--- config.mk ---
export PLATFORM = sky130hd
export DESIGN_NAME = mem_stage
export DESIGN_NICKNAME = d
export VERILOG_FILES = /design/src/rtl/mem_stage_pkg.sv /design/src/rtl/mem_load_align.sv /design/src/rtl/mem_stage.sv
export SDC_FILE = /design/constraint.sdc
export NUM_CORES = 1
export LEC_CHECK = 0
export CORE_MARGIN = 1.5
export CORE_UTILIZATION = 44
export DETAILED_ROUTE_END_ITERATION = 16
export PLACE_DENSITY = 0.87
export REMOVE_ABC_BUFFERS = 1
export SYNTH_ARGS = -nofsm -noshare
export SYNTH_HDL_FRONTEND = slang
export SYNTH_SLANG_ARGS = --single-unit
--- constraint.sdc ---
create_clock -name CLK -period 4.1 [get_ports CLK]
set_clock_uncertainty 0.1 [all_clocks]
set_input_delay 0.615 -clock CLK [delete_from_list [all_inputs] [get_ports CLK]]
set_output_delay 0.615 -clock CLK [all_outputs]
set_load 0.02 [all_outputs]
--- src/rtl/mem_stage_pkg.sv ---
// Shared definitions for the MEM stage: opcodes, FSM states, access sizes and lane helpers.
package mem_stage_pkg;

    localparam logic [5:0] OP_LB  = 6'h20;
    localparam logic [5:0] OP_LH  = 6'h21;
    localparam logic [5:0] OP_LW  = 6'h23;
    localparam logic [5:0] OP_LBU = 6'h24;
    localparam logic [5:0] OP_LHU = 6'h25;
    localparam logic [5:0] OP_SB  = 6'h28;
    localparam logic [5:0] OP_SH  = 6'h29;
    localparam logic [5:0] OP_SW  = 6'h2B;

    typedef enum logic {
        IDLE,
        ACCESS
    } state_t;

    typedef enum logic [1:0] {
        SZ_B,
        SZ_H,
        SZ_W
    } size_t;

    // Access size implied by the opcode; anything unrecognised is treated as a word.
    function automatic size_t op_size(input logic [5:0] op);
        case (op)
            OP_LB, OP_LBU, OP_SB: op_size = SZ_B;
            OP_LH, OP_LHU, OP_SH: op_size = SZ_H;
            default:              op_size = SZ_W;
        endcase
    endfunction

    // True when the low address bits break the natural alignment of the access.
    function automatic logic is_misaligned(input size_t sz, input logic [1:0] lane);
        case (sz)
            SZ_H:    is_misaligned = lane[0];
            SZ_W:    is_misaligned = (lane != 2'b00);
            default: is_misaligned = 1'b0;
        endcase
    endfunction

    // Store byte enables for a given size and byte lane.
    function automatic logic [3:0] store_be(input size_t sz, input logic [1:0] lane);
        case (sz)
            SZ_B:    store_be = 4'b0001 << lane;
            SZ_H:    store_be = lane[1] ? 4'b1100 : 4'b0011;
            default: store_be = 4'hF;
        endcase
    endfunction

    // Store data replicated across every lane so the enables alone pick the target bytes.
    function automatic logic [31:0] store_wdata(input size_t sz, input logic [31:0] data);
        case (sz)
            SZ_B:    store_wdata = {4{data[7:0]}};
            SZ_H:    store_wdata = {2{data[15:0]}};
            default: store_wdata = data;
        endcase
    endfunction

endpackage

--- src/rtl/mem_load_align.sv ---
// Load lane selection and sign/zero extension of the returned memory word.
module mem_load_align
    import mem_stage_pkg::*;
(
    input  logic [31:0] rdata,
    input  logic [1:0]  lane,
    input  logic [5:0]  opcode,
    output logic [31:0] load_data
);

    logic [31:0] shifted;
    logic [7:0]  byte_sel;
    logic [15:0] half_sel;

    // Pick the addressed byte/half, then extend according to the load flavour.
    always_comb begin
        shifted   = rdata >> {lane, 3'b000};
        byte_sel  = shifted[7:0];
        half_sel  = lane[1] ? rdata[31:16] : rdata[15:0];
        load_data = rdata;
        case (opcode)
            OP_LB:   load_data = {{24{byte_sel[7]}}, byte_sel};
            OP_LBU:  load_data = {24'h000000, byte_sel};
            OP_LH:   load_data = {{16{half_sel[15]}}, half_sel};
            OP_LHU:  load_data = {16'h0000, half_sel};
            default: load_data = rdata;
        endcase
    end

endmodule

--- src/rtl/mem_stage.sv ---
// MEM stage: data-memory req/ack access, upstream stall, MEM forwarding taps and the MEM/WB register.
// Optional build macro MEM_ALIGN_CHECK_EN: misaligned half/word accesses are rejected with bus_err1_WB
// instead of being truncated to their natural boundary.
module mem_stage
    import mem_stage_pkg::*;
#(
    parameter int unsigned TIMEOUT_CYCLES = 64,
    parameter int unsigned CNT_W          = 7
) (
    input  logic        CLK,
    input  logic        RESET,
    input  logic [31:0] Instr1_PR,
    input  logic [31:0] aluResult1_PR,
    input  logic [31:0] readDataB1_PR,
    input  logic [4:0]  writeRegister1_PR,
    input  logic        do_writeback1_PR,
    input  logic        MemRead1_PR,
    input  logic        MemWrite1_PR,
    input  logic        MemtoReg1_PR,
    output logic        dmem_req,
    output logic        dmem_we,
    output logic [31:0] dmem_addr,
    output logic [31:0] dmem_wdata,
    output logic [3:0]  dmem_be,
    input  logic        dmem_ack,
    input  logic [31:0] dmem_rdata,
    output logic        stall_MEM,
    output logic [31:0] Data1_MEM,
    output logic [4:0]  writeRegister1_MEM,
    output logic        do_writeback1_MEM,
    output logic [31:0] Data1_WB,
    output logic [4:0]  writeRegister1_WB,
    output logic        do_writeback1_WB,
    output logic        bus_err1_WB
);

    localparam logic [CNT_W-1:0] CNT_LAST = CNT_W'(TIMEOUT_CYCLES - 1);

    state_t           state;
    logic [CNT_W-1:0] cnt;
    logic [5:0]       opcode;
    logic [1:0]       lane;
    size_t            sz;
    logic             mem_op;
    logic             misaligned;
    logic             timeout;
    logic             done;
    logic             err_timeout;
    logic [31:0]      load_data;
    logic             unused_instr;

    assign opcode       = Instr1_PR[31:26];
    assign unused_instr = ^Instr1_PR[25:0];
    assign lane         = aluResult1_PR[1:0];
    assign sz           = op_size(opcode);
    assign mem_op       = MemRead1_PR | MemWrite1_PR;

`ifdef MEM_ALIGN_CHECK_EN
    assign misaligned = mem_op & is_misaligned(sz, lane);
`else
    assign misaligned = 1'b0;
`endif

    // Access completion: ack wins over a simultaneous timeout.
    assign timeout     = (state == ACCESS) && (cnt == CNT_LAST);
    assign done        = (state == ACCESS) && (dmem_ack || timeout);
    assign err_timeout = timeout && !dmem_ack;
    assign stall_MEM   = mem_op && !misaligned && !done;

    // MEM-level forwarding taps; load results are not yet available here.
    assign Data1_MEM          = aluResult1_PR;
    assign writeRegister1_MEM = writeRegister1_PR;
    assign do_writeback1_MEM  = do_writeback1_PR & ~MemtoReg1_PR;

    mem_load_align u_load_align (
        .rdata     (dmem_rdata),
        .lane      (lane),
        .opcode    (opcode),
        .load_data (load_data)
    );

    // Access FSM with registered bus outputs held steady for the whole access.
    always_ff @(posedge CLK or negedge RESET) begin
        if (!RESET) begin
            state      <= IDLE;
            cnt        <= '0;
            dmem_req   <= 1'b0;
            dmem_we    <= 1'b0;
            dmem_addr  <= '0;
            dmem_wdata <= '0;
            dmem_be    <= '0;
        end else begin
            case (state)
                IDLE: begin
                    if (mem_op && !misaligned) begin
                        state      <= ACCESS;
                        cnt        <= '0;
                        dmem_req   <= 1'b1;
                        dmem_we    <= MemWrite1_PR;
                        dmem_addr  <= {aluResult1_PR[31:2], 2'b00};
                        dmem_wdata <= store_wdata(sz, readDataB1_PR);
                        dmem_be    <= MemWrite1_PR ? store_be(sz, lane) : 4'hF;
                    end
                end
                ACCESS: begin
                    if (done) begin
                        state    <= IDLE;
                        dmem_req <= 1'b0;
                        dmem_we  <= 1'b0;
                    end else begin
                        cnt <= cnt + 1'b1;
                    end
                end
                default: begin
                    state    <= IDLE;
                    dmem_req <= 1'b0;
                    dmem_we  <= 1'b0;
                end
            endcase
        end
    end

    // MEM/WB register: bubble while stalled, error marker on timeout or rejected access.
    always_ff @(posedge CLK or negedge RESET) begin
        if (!RESET) begin
            Data1_WB          <= '0;
            writeRegister1_WB <= '0;
            do_writeback1_WB  <= 1'b0;
            bus_err1_WB       <= 1'b0;
        end else if (stall_MEM) begin
            Data1_WB          <= '0;
            writeRegister1_WB <= '0;
            do_writeback1_WB  <= 1'b0;
            bus_err1_WB       <= 1'b0;
        end else if (mem_op && (misaligned || err_timeout)) begin
            Data1_WB          <= aluResult1_PR;
            writeRegister1_WB <= writeRegister1_PR;
            do_writeback1_WB  <= 1'b0;
            bus_err1_WB       <= 1'b1;
        end else begin
            Data1_WB          <= MemtoReg1_PR ? load_data : aluResult1_PR;
            writeRegister1_WB <= writeRegister1_PR;
            do_writeback1_WB  <= do_writeback1_PR;
            bus_err1_WB       <= 1'b0;
        end
    end

endmodule
==> impl_metrics.tcl, run 1 <==
set metrics [dict create \
    run_status "finished clean" \
    routed-via-count 5352 \
    design.die.area_sq_um 13770 \
    detail_route.iter0.violations 323 \
    clk_latency_ns 0.41 \
    grt_util_all_layers 0.2737 \
    worst_hold_path_type "in2async" \
    p_leak_nw 3.927 \
    worstPathCellList "ha_1 > and4_4 > a21oi_2 > a21oi_4 > inv_4 > clkdlybuf4s50_1" \
    grt_start_max_net_pins 64 \
    p_per_area_nw_per_um2 549.2 \
    post-dp-hpwl_mm 13.14 \
    slowest_cell_delay_on_critical_path_ns 0.63 \
    cts_inserted_buffers 17 \
    final_nets 982 \
    timing_max_transition_violations_final 0 \
    clock_path_buffers 2 \
    clk_pin_slew_worst_paths_ns 0.05 \
    vias_per_cell 5.211 \
    synthArstFlopShare 1.000 \
    first_pass_grt_wire_length_mm 29.25 \
    core-area_sq_um 12670 \
    ys_types 51 \
    clkSinkCount 115 \
    stdcell_area_sq_um 8847 \
    drive_gt1_frac 0.08197 \
    worst-slew-pin-transition_ns 0.9233 \
    critPathLaunchType "register" \
    clockRootBuffer "clkbuf_16" \
    ios 288 \
    synthesis.area_per_instance_sq_um 9.188 \
    max_freq_ghz 0.3238 \
    die_height_um 117.3 \
    cp-end-kind "output pin" \
    drt_drc_violations_left 0 \
    cpMaxStageDelayCell "clkdlybuf4s50_1" \
    fin_cells 1027 \
    setup_repair_after_global_routing_missed_its_margin "false" \
    place.gp.congestion 0.8358 \
    peak_supply_drop_mv 0.3240 \
    synth_top_flop_cell "dfrtp_1" \
    antenna_nets_post_route 0 \
    first_pass_iters 5 \
    cap_violations 0 \
    yosys_register_bits 115 \
    critical_path_arrival_ns 2.37 \
    postRouteWirelength_mm 18.44 \
    slew_headroom 0.3832 \
    fin_crit_ns 3.089 \
    floorplan.die.width_um 117.3 \
    synth_area_sq_um 5752 \
    htree_num_levels 4 \
    synthCells 626 \
    n_fill_cell 955 \
    synth_sequential_area_ratio 0.5003 \
    layout_worst_path_cycle_share 0.7533 \
    final_util 0.6982 \
    timing.setup.tns_ns 0 \
    ys.warnings.count 0 \
    cts_setup_buffers 0 \
    post-place-cells 994 \
    dpl-instance-area_sq_um 8193 \
    ctsHoldBuffers 0 \
    buffer_ports.inserted 259 \
    tritoncts_clock_tree "built" \
    syn_to_final_growth_pct 53.82 \
    finalHoldViolCount 0 \
    floorplan.initialDensity 0.4539 \
    cp_data_required_time_ns 3.38 \
    edff_count_synth 0 \
    setup_viol 0 \
    core.rowCount 41 \
    grt_pass1_vias 5349 \
    antenna_found_initial 1 \
    critPathKind "reg2out" \
    timing.critical_path.fanout_max 4 \
    routed_wire_length_per_instance_um 17.96 \
    grt-ovfl-total 0 \
    cts_resized 0 \
]
-- cell usage in the layout (no fill, tap or decap), types with 2 or more instances in the layout --
master,count
clkbuf_16,17
and3_1,2
o2bb2ai_2,10
o21ai_0,44
nand2b_1,6
nor2_1,44
o2bb2ai_1,6
dfrtp_1,115
and2_1,6
buf_12,2
buf_4,10
clkdlybuf4s50_1,258
nand3_1,16
a211oi_1,3
clkinv_2,4
o211ai_1,2
and2b_1,2
mux2_2,2
o21ai_1,8
a2111oi_0,7
nand4_1,3
xor2_1,3
a22oi_1,7
mux2i_1,25
inv_1,8
nand2_1,173
clkbuf_8,3
bufinv_16,5
a21oi_1,35
conb_1,2
nor2b_1,2
clkbuf_1,2
-- worst max-delay path: cells and delay by family, from the launching register on --
family,cells,cell delay (ns)
buf+inv,2,0.72
fa+ha+maj,1,0.25
compound gates,2,0.36
flops,1,0.40
simple gates,1,0.22
-- cells in the mapped netlist (all sizes together), types with 2 or more instances --
cell type	instances	share of area
mux2i	25	0.044
and2	6	0.0065
a22oi	7	0.0091
o2bb2ai	16	0.035
o21ai	52	0.045
nor2b	2	0.0022
buf	62	0.076
nor3b	2	0.0035
o211ai	3	0.0063
and3	2	0.0022
inv	9	0.0063
and2b	2	0.0026
nand2	174	0.11
nand2b	7	0.0076
dfrtp	115	0.50
clkbuf	13	0.0087
nor2	47	0.034
a21oi	37	0.035
a211oi	3	0.0039
a2111oi	7	0.011
mux2	2	0.0039
xor2	3	0.0046
nand4	4	0.0054
a31oi	2	0.0033
nand3	16	0.014
-- metal layers --
metal,global-route usage,routed length [um],part of all wire,up-vias
li1,-,-,-,2499
met1,0.3197,6966,0.38,2531
met2,0.4540,9058,0.49,277
met3,0.09193,1771,0.096,45
met4,0.1289,643,0.035,0
met5,0,0,0,-
-- per-stage QoR --
stage	total power [mW]	worst slack, ns	hold WS [ns]
floorplan	2.293	0.7838	0.2194
global placement	3.193	1.137	0.3562
detailed placement	3.242	1.103	0.3616
CTS	4.888	0.9963	0.1845
global route	5.076	0.9132	0.2214
finish	4.859	1.011	0.1639
-- power breakdown --
group	leakage [nW]	internal [mW]	total [mW]	switching [mW]
clock	0.320	1.12	1.63	0.512
sequential	1.44	1.41	1.56	0.150
combinational	2.17	0.757	1.66	0.904
total	3.93	3.29	4.86	1.57
-- cell families (layout without fill, tap and decap cells) --
family | count (synthesis) | after routing | share of synthesized area
flops | 115 | 115 | 0.5003
mux | 28 | 28 | 0.05134
buf+inv | 84 | 311 | 0.09071
compound gates | 129 | 129 | 0.1512
xor+xnor | 3 | 3 | 0.004569
other cells | 1 | 3 | 0.0006520
fa+ha+maj | 1 | 1 | 0.002175
simple gates | 265 | 265 | 0.1990
-- worst paths after layout --
check                              start       endpoint  slack (ns)  cells after the start
max                               cnt[0]      stall_MEM        1.01                      6
min                                RESET   Data1_WB[12]        0.16                      1
max reg2reg                       cnt[0]    Data1_WB[4]        1.77                      6
min reg2reg                dmem_addr[22]  dmem_addr[22]        0.37                      2
max in group asynchronous          RESET  dmem_wdata[0]        2.94                      2
min in group CLK           dmem_addr[22]  dmem_addr[22]        0.37                      2
-- layout make-up --
| type | count | area [sq um] | share of cell area |
|---|---|---|---|
| inverters | 9 | 36.28 | 0.004101 |
| multi-input cells | 428 | 2366 | 0.2674 |
| diodes | 1 | 2.502 | 0.0002828 |
| repair buffers | 270 | 2698 | 0.3049 |
| clock inverters | 10 | 177.7 | 0.02008 |
| clock buffers | 22 | 474.2 | 0.05360 |
| flip-flops and latches | 115 | 2878 | 0.3253 |
| well taps | 172 | 215.2 | 0.02432 |
-- registers in the layout (all words and copies together) (netlist names) --
name,count
Data1_WB,32
dmem_wdata,32
dmem_addr,30
cnt,7
writeRegister1_WB,5
dmem_be,4
bus_err1_WB,1
dmem_req,1
dmem_we,1
do_writeback1_WB,1
state,1
(Power assumes the default switching activity.)
==> inputs of run 2 (changes only) <==
Settings changed: CORE_UTILIZATION 44 to 41, PLACE_DENSITY 0.87 to 0.82.
Clock period 4.1 ns to 3.1 ns, I/O delays scaled along.
==> impl_metrics.tcl, run 2 (synthesis results as in run 1) <==
set metrics [dict create \
    run_status "finished clean" \
    buffer_ports.inserted 259 \
    cpMaxStageDelayCell "clkdlybuf4s50_1" \
    post-dp-hpwl_mm 12.82 \
    clock_path_buffers 2 \
    antenna_nets_post_route 0 \
    vias_per_cell 5.096 \
    timing.reg2reg.setup_slack_ns 0.90 \
    cap_violations 0 \
    critical_path_arrival_ns 2.36 \
    design.die.area_sq_um 14750 \
    top_regs "Data1_WB: 32 flops, dmem_wdata: 32 flops, dmem_addr: 30 flops" \
    antenna_found_initial 0 \
    first_pass_iters 5 \
    cts_resized 0 \
    htree_num_levels 4 \
    detail_route.iter0.violations 421 \
    fin_cells 1043 \
    switching_share 0.3215 \
    timing_max_transition_violations_final 0 \
    place.gp.congestion 0.8786 \
    commonest_cells_after_routing_fill_and_taps_aside "clkdlybuf4s50_1 (258), nand2_1 (173), dfrtp_1 (115)" \
    worst_hold_path_type "reg2reg" \
    critPathKind "reg2out" \
    clockRootBuffer "clkbuf_16" \
    clk_latency_ns 0.40 \
    floorplan.initialDensity 0.4176 \
    r2r_cells 8 \
    post-place-cells 1010 \
    syn_to_final_growth_pct 54.84 \
    worst-slew-pin-transition_ns 0.5353 \
    core-area_sq_um 13770 \
    whs_endpoint "dmem_addr[25]" \
    drt_drc_violations_left 0 \
    routed-via-count 5315 \
    finalHoldViolCount 0 \
    cp-end-kind "output pin" \
    n_antenna_cell 0 \
    layout_worst_path_cycle_share 0.9420 \
    die_height_um 121.4 \
    seq_power_share 0.324 \
    timing.critical_path.fanout_max 4 \
    max_freq_ghz 0.3424 \
    cell_internal_pwr_mw 4.317 \
    clkSinkCount 115 \
    cp_data_required_time_ns 2.53 \
    n_fill_cell 1170 \
    regToRegEndpoint "Data1_WB[20]" \
    first_pass_grt_wire_length_mm 27.24 \
    drive_gt1_frac 0.08922 \
    p_switching_mw 2.046 \
    grt-ovfl-total 0 \
    crit_cells 6 \
    timing.setup.tns_ns 0 \
    p_per_area_nw_per_um2 714.5 \
    routed_wire_length_per_instance_um 17.02 \
    final_nets 991 \
    grt_pass1_vias 5163 \
    power_frac_comb 0.343 \
    worstPathCellList "ha_1 > and4_4 > a21oi_2 > a21oi_4 > inv_4 > clkdlybuf4s50_1" \
    peak_supply_drop_mv 0.4080 \
    hold_path_startpoint "dmem_addr[25]" \
    setup_viol 0 \
    postRouteWirelength_mm 17.76 \
    critPathLaunchType "register" \
    p_leak_nw 3.961 \
    cts_inserted_buffers 17 \
    slew_headroom 0.6339 \
    crit_reg_reg_startpoint "cnt[0]" \
    pwr-share-clk 0.332 \
    holdPathStages 2 \
    slowest_cell_delay_on_critical_path_ns 0.63 \
    grt_util_all_layers 0.2439 \
    fin_crit_ns 2.920 \
    clk_pin_slew_worst_paths_ns 0.05 \
    ios 288 \
    tritoncts_clock_tree "built" \
    setup_repair_after_global_routing_missed_its_margin "false" \
    p_total_mw 6.363 \
    mostFrequentLayoutCell "clkdlybuf4s50_1" \
    floorplan.die.width_um 121.4 \
    grt_start_max_net_pins 92 \
    crit_buf_inv 2 \
    path_delay_family "buffers and inverters" \
    core.rowCount 43 \
]
## run 2: worst max path at each step
stage,slack [ns],startpoint,to
CTS,0.16,cnt[0],stall_MEM
floorplan,0.08,MemRead1_PR,stall_MEM
finish,0.18,cnt[0],stall_MEM
global placement,0.43,aluResult1_PR[1],Data1_WB[15]
global route,0.07,cnt[0],stall_MEM
detailed placement,0.44,MemWrite1_PR,stall_MEM
## run 2: layout make-up
cell class                      instances  area (sq um)  share of cell area
Clock buffer                           21         450.4             0.05058
Clock inverter                         11         182.7             0.02051
Inverter                                9         36.28            0.004074
Multi-Input combinational cell        428          2366              0.2657
Sequential cell                       115          2878              0.3231
Tap cell                              180         225.2             0.02529
Timing Repair Buffer                  279          2768              0.3108
## run 2: per-layer routing
metal / up-vias / GRT usage / wire, um
met3: 25 / 0.08177 / 1589
li1: 2511 / - / -
met2: 260 / 0.4206 / 8990
met5: - / 0 / 0
met4: 0 / 0.07794 / 305
met1: 2519 / 0.2852 / 6870
## run 2: timing repair
item | in CTS | in global routing
hold endpoints to repair | 38 | 0
hold buffers | 1 | 0
setup buffers | 0 | 0
## run 2: power groups by stage
stage	clock network, mW	logic, mW	registers [mW]
after global placement	0	2.17	2.07
after CTS	2.15	2.21	2.07
final	2.11	2.19	2.06
after floorplan	0	0.514	2.52
after global routing	2.23	2.35	2.11
after detailed placement	0	2.20	2.08
## run 2: worst reg2reg max path: cells and delay by family (launching register included)
family	cells	cell delay [ns]
AOI/OAI and AO/OA	4	0.57
buffers and inverters	2	0.52
DFF	1	0.41
adders and majority gates	1	0.25
and+or+nand+nor	1	0.22
## run 2: through the flow
| step | cell area, sq um | hold WS [ns] | utilization | setup WS [ns] |
|---|---|---|---|---|
| after floorplan | 5270 | 0.06941 | - | 0.08379 |
| final | 8906 | 0.3717 | 0.6466 | 0.1796 |
| after global routing | 8906 | 0.3916 | 0.6466 | 0.07421 |
| after global placement | 8263 | 0.3565 | 0.5999 | 0.4339 |
| after detailed placement | 8263 | 0.3614 | 0.5999 | 0.4396 |
| after CTS | 8906 | 0.3750 | 0.6466 | 0.1577 |
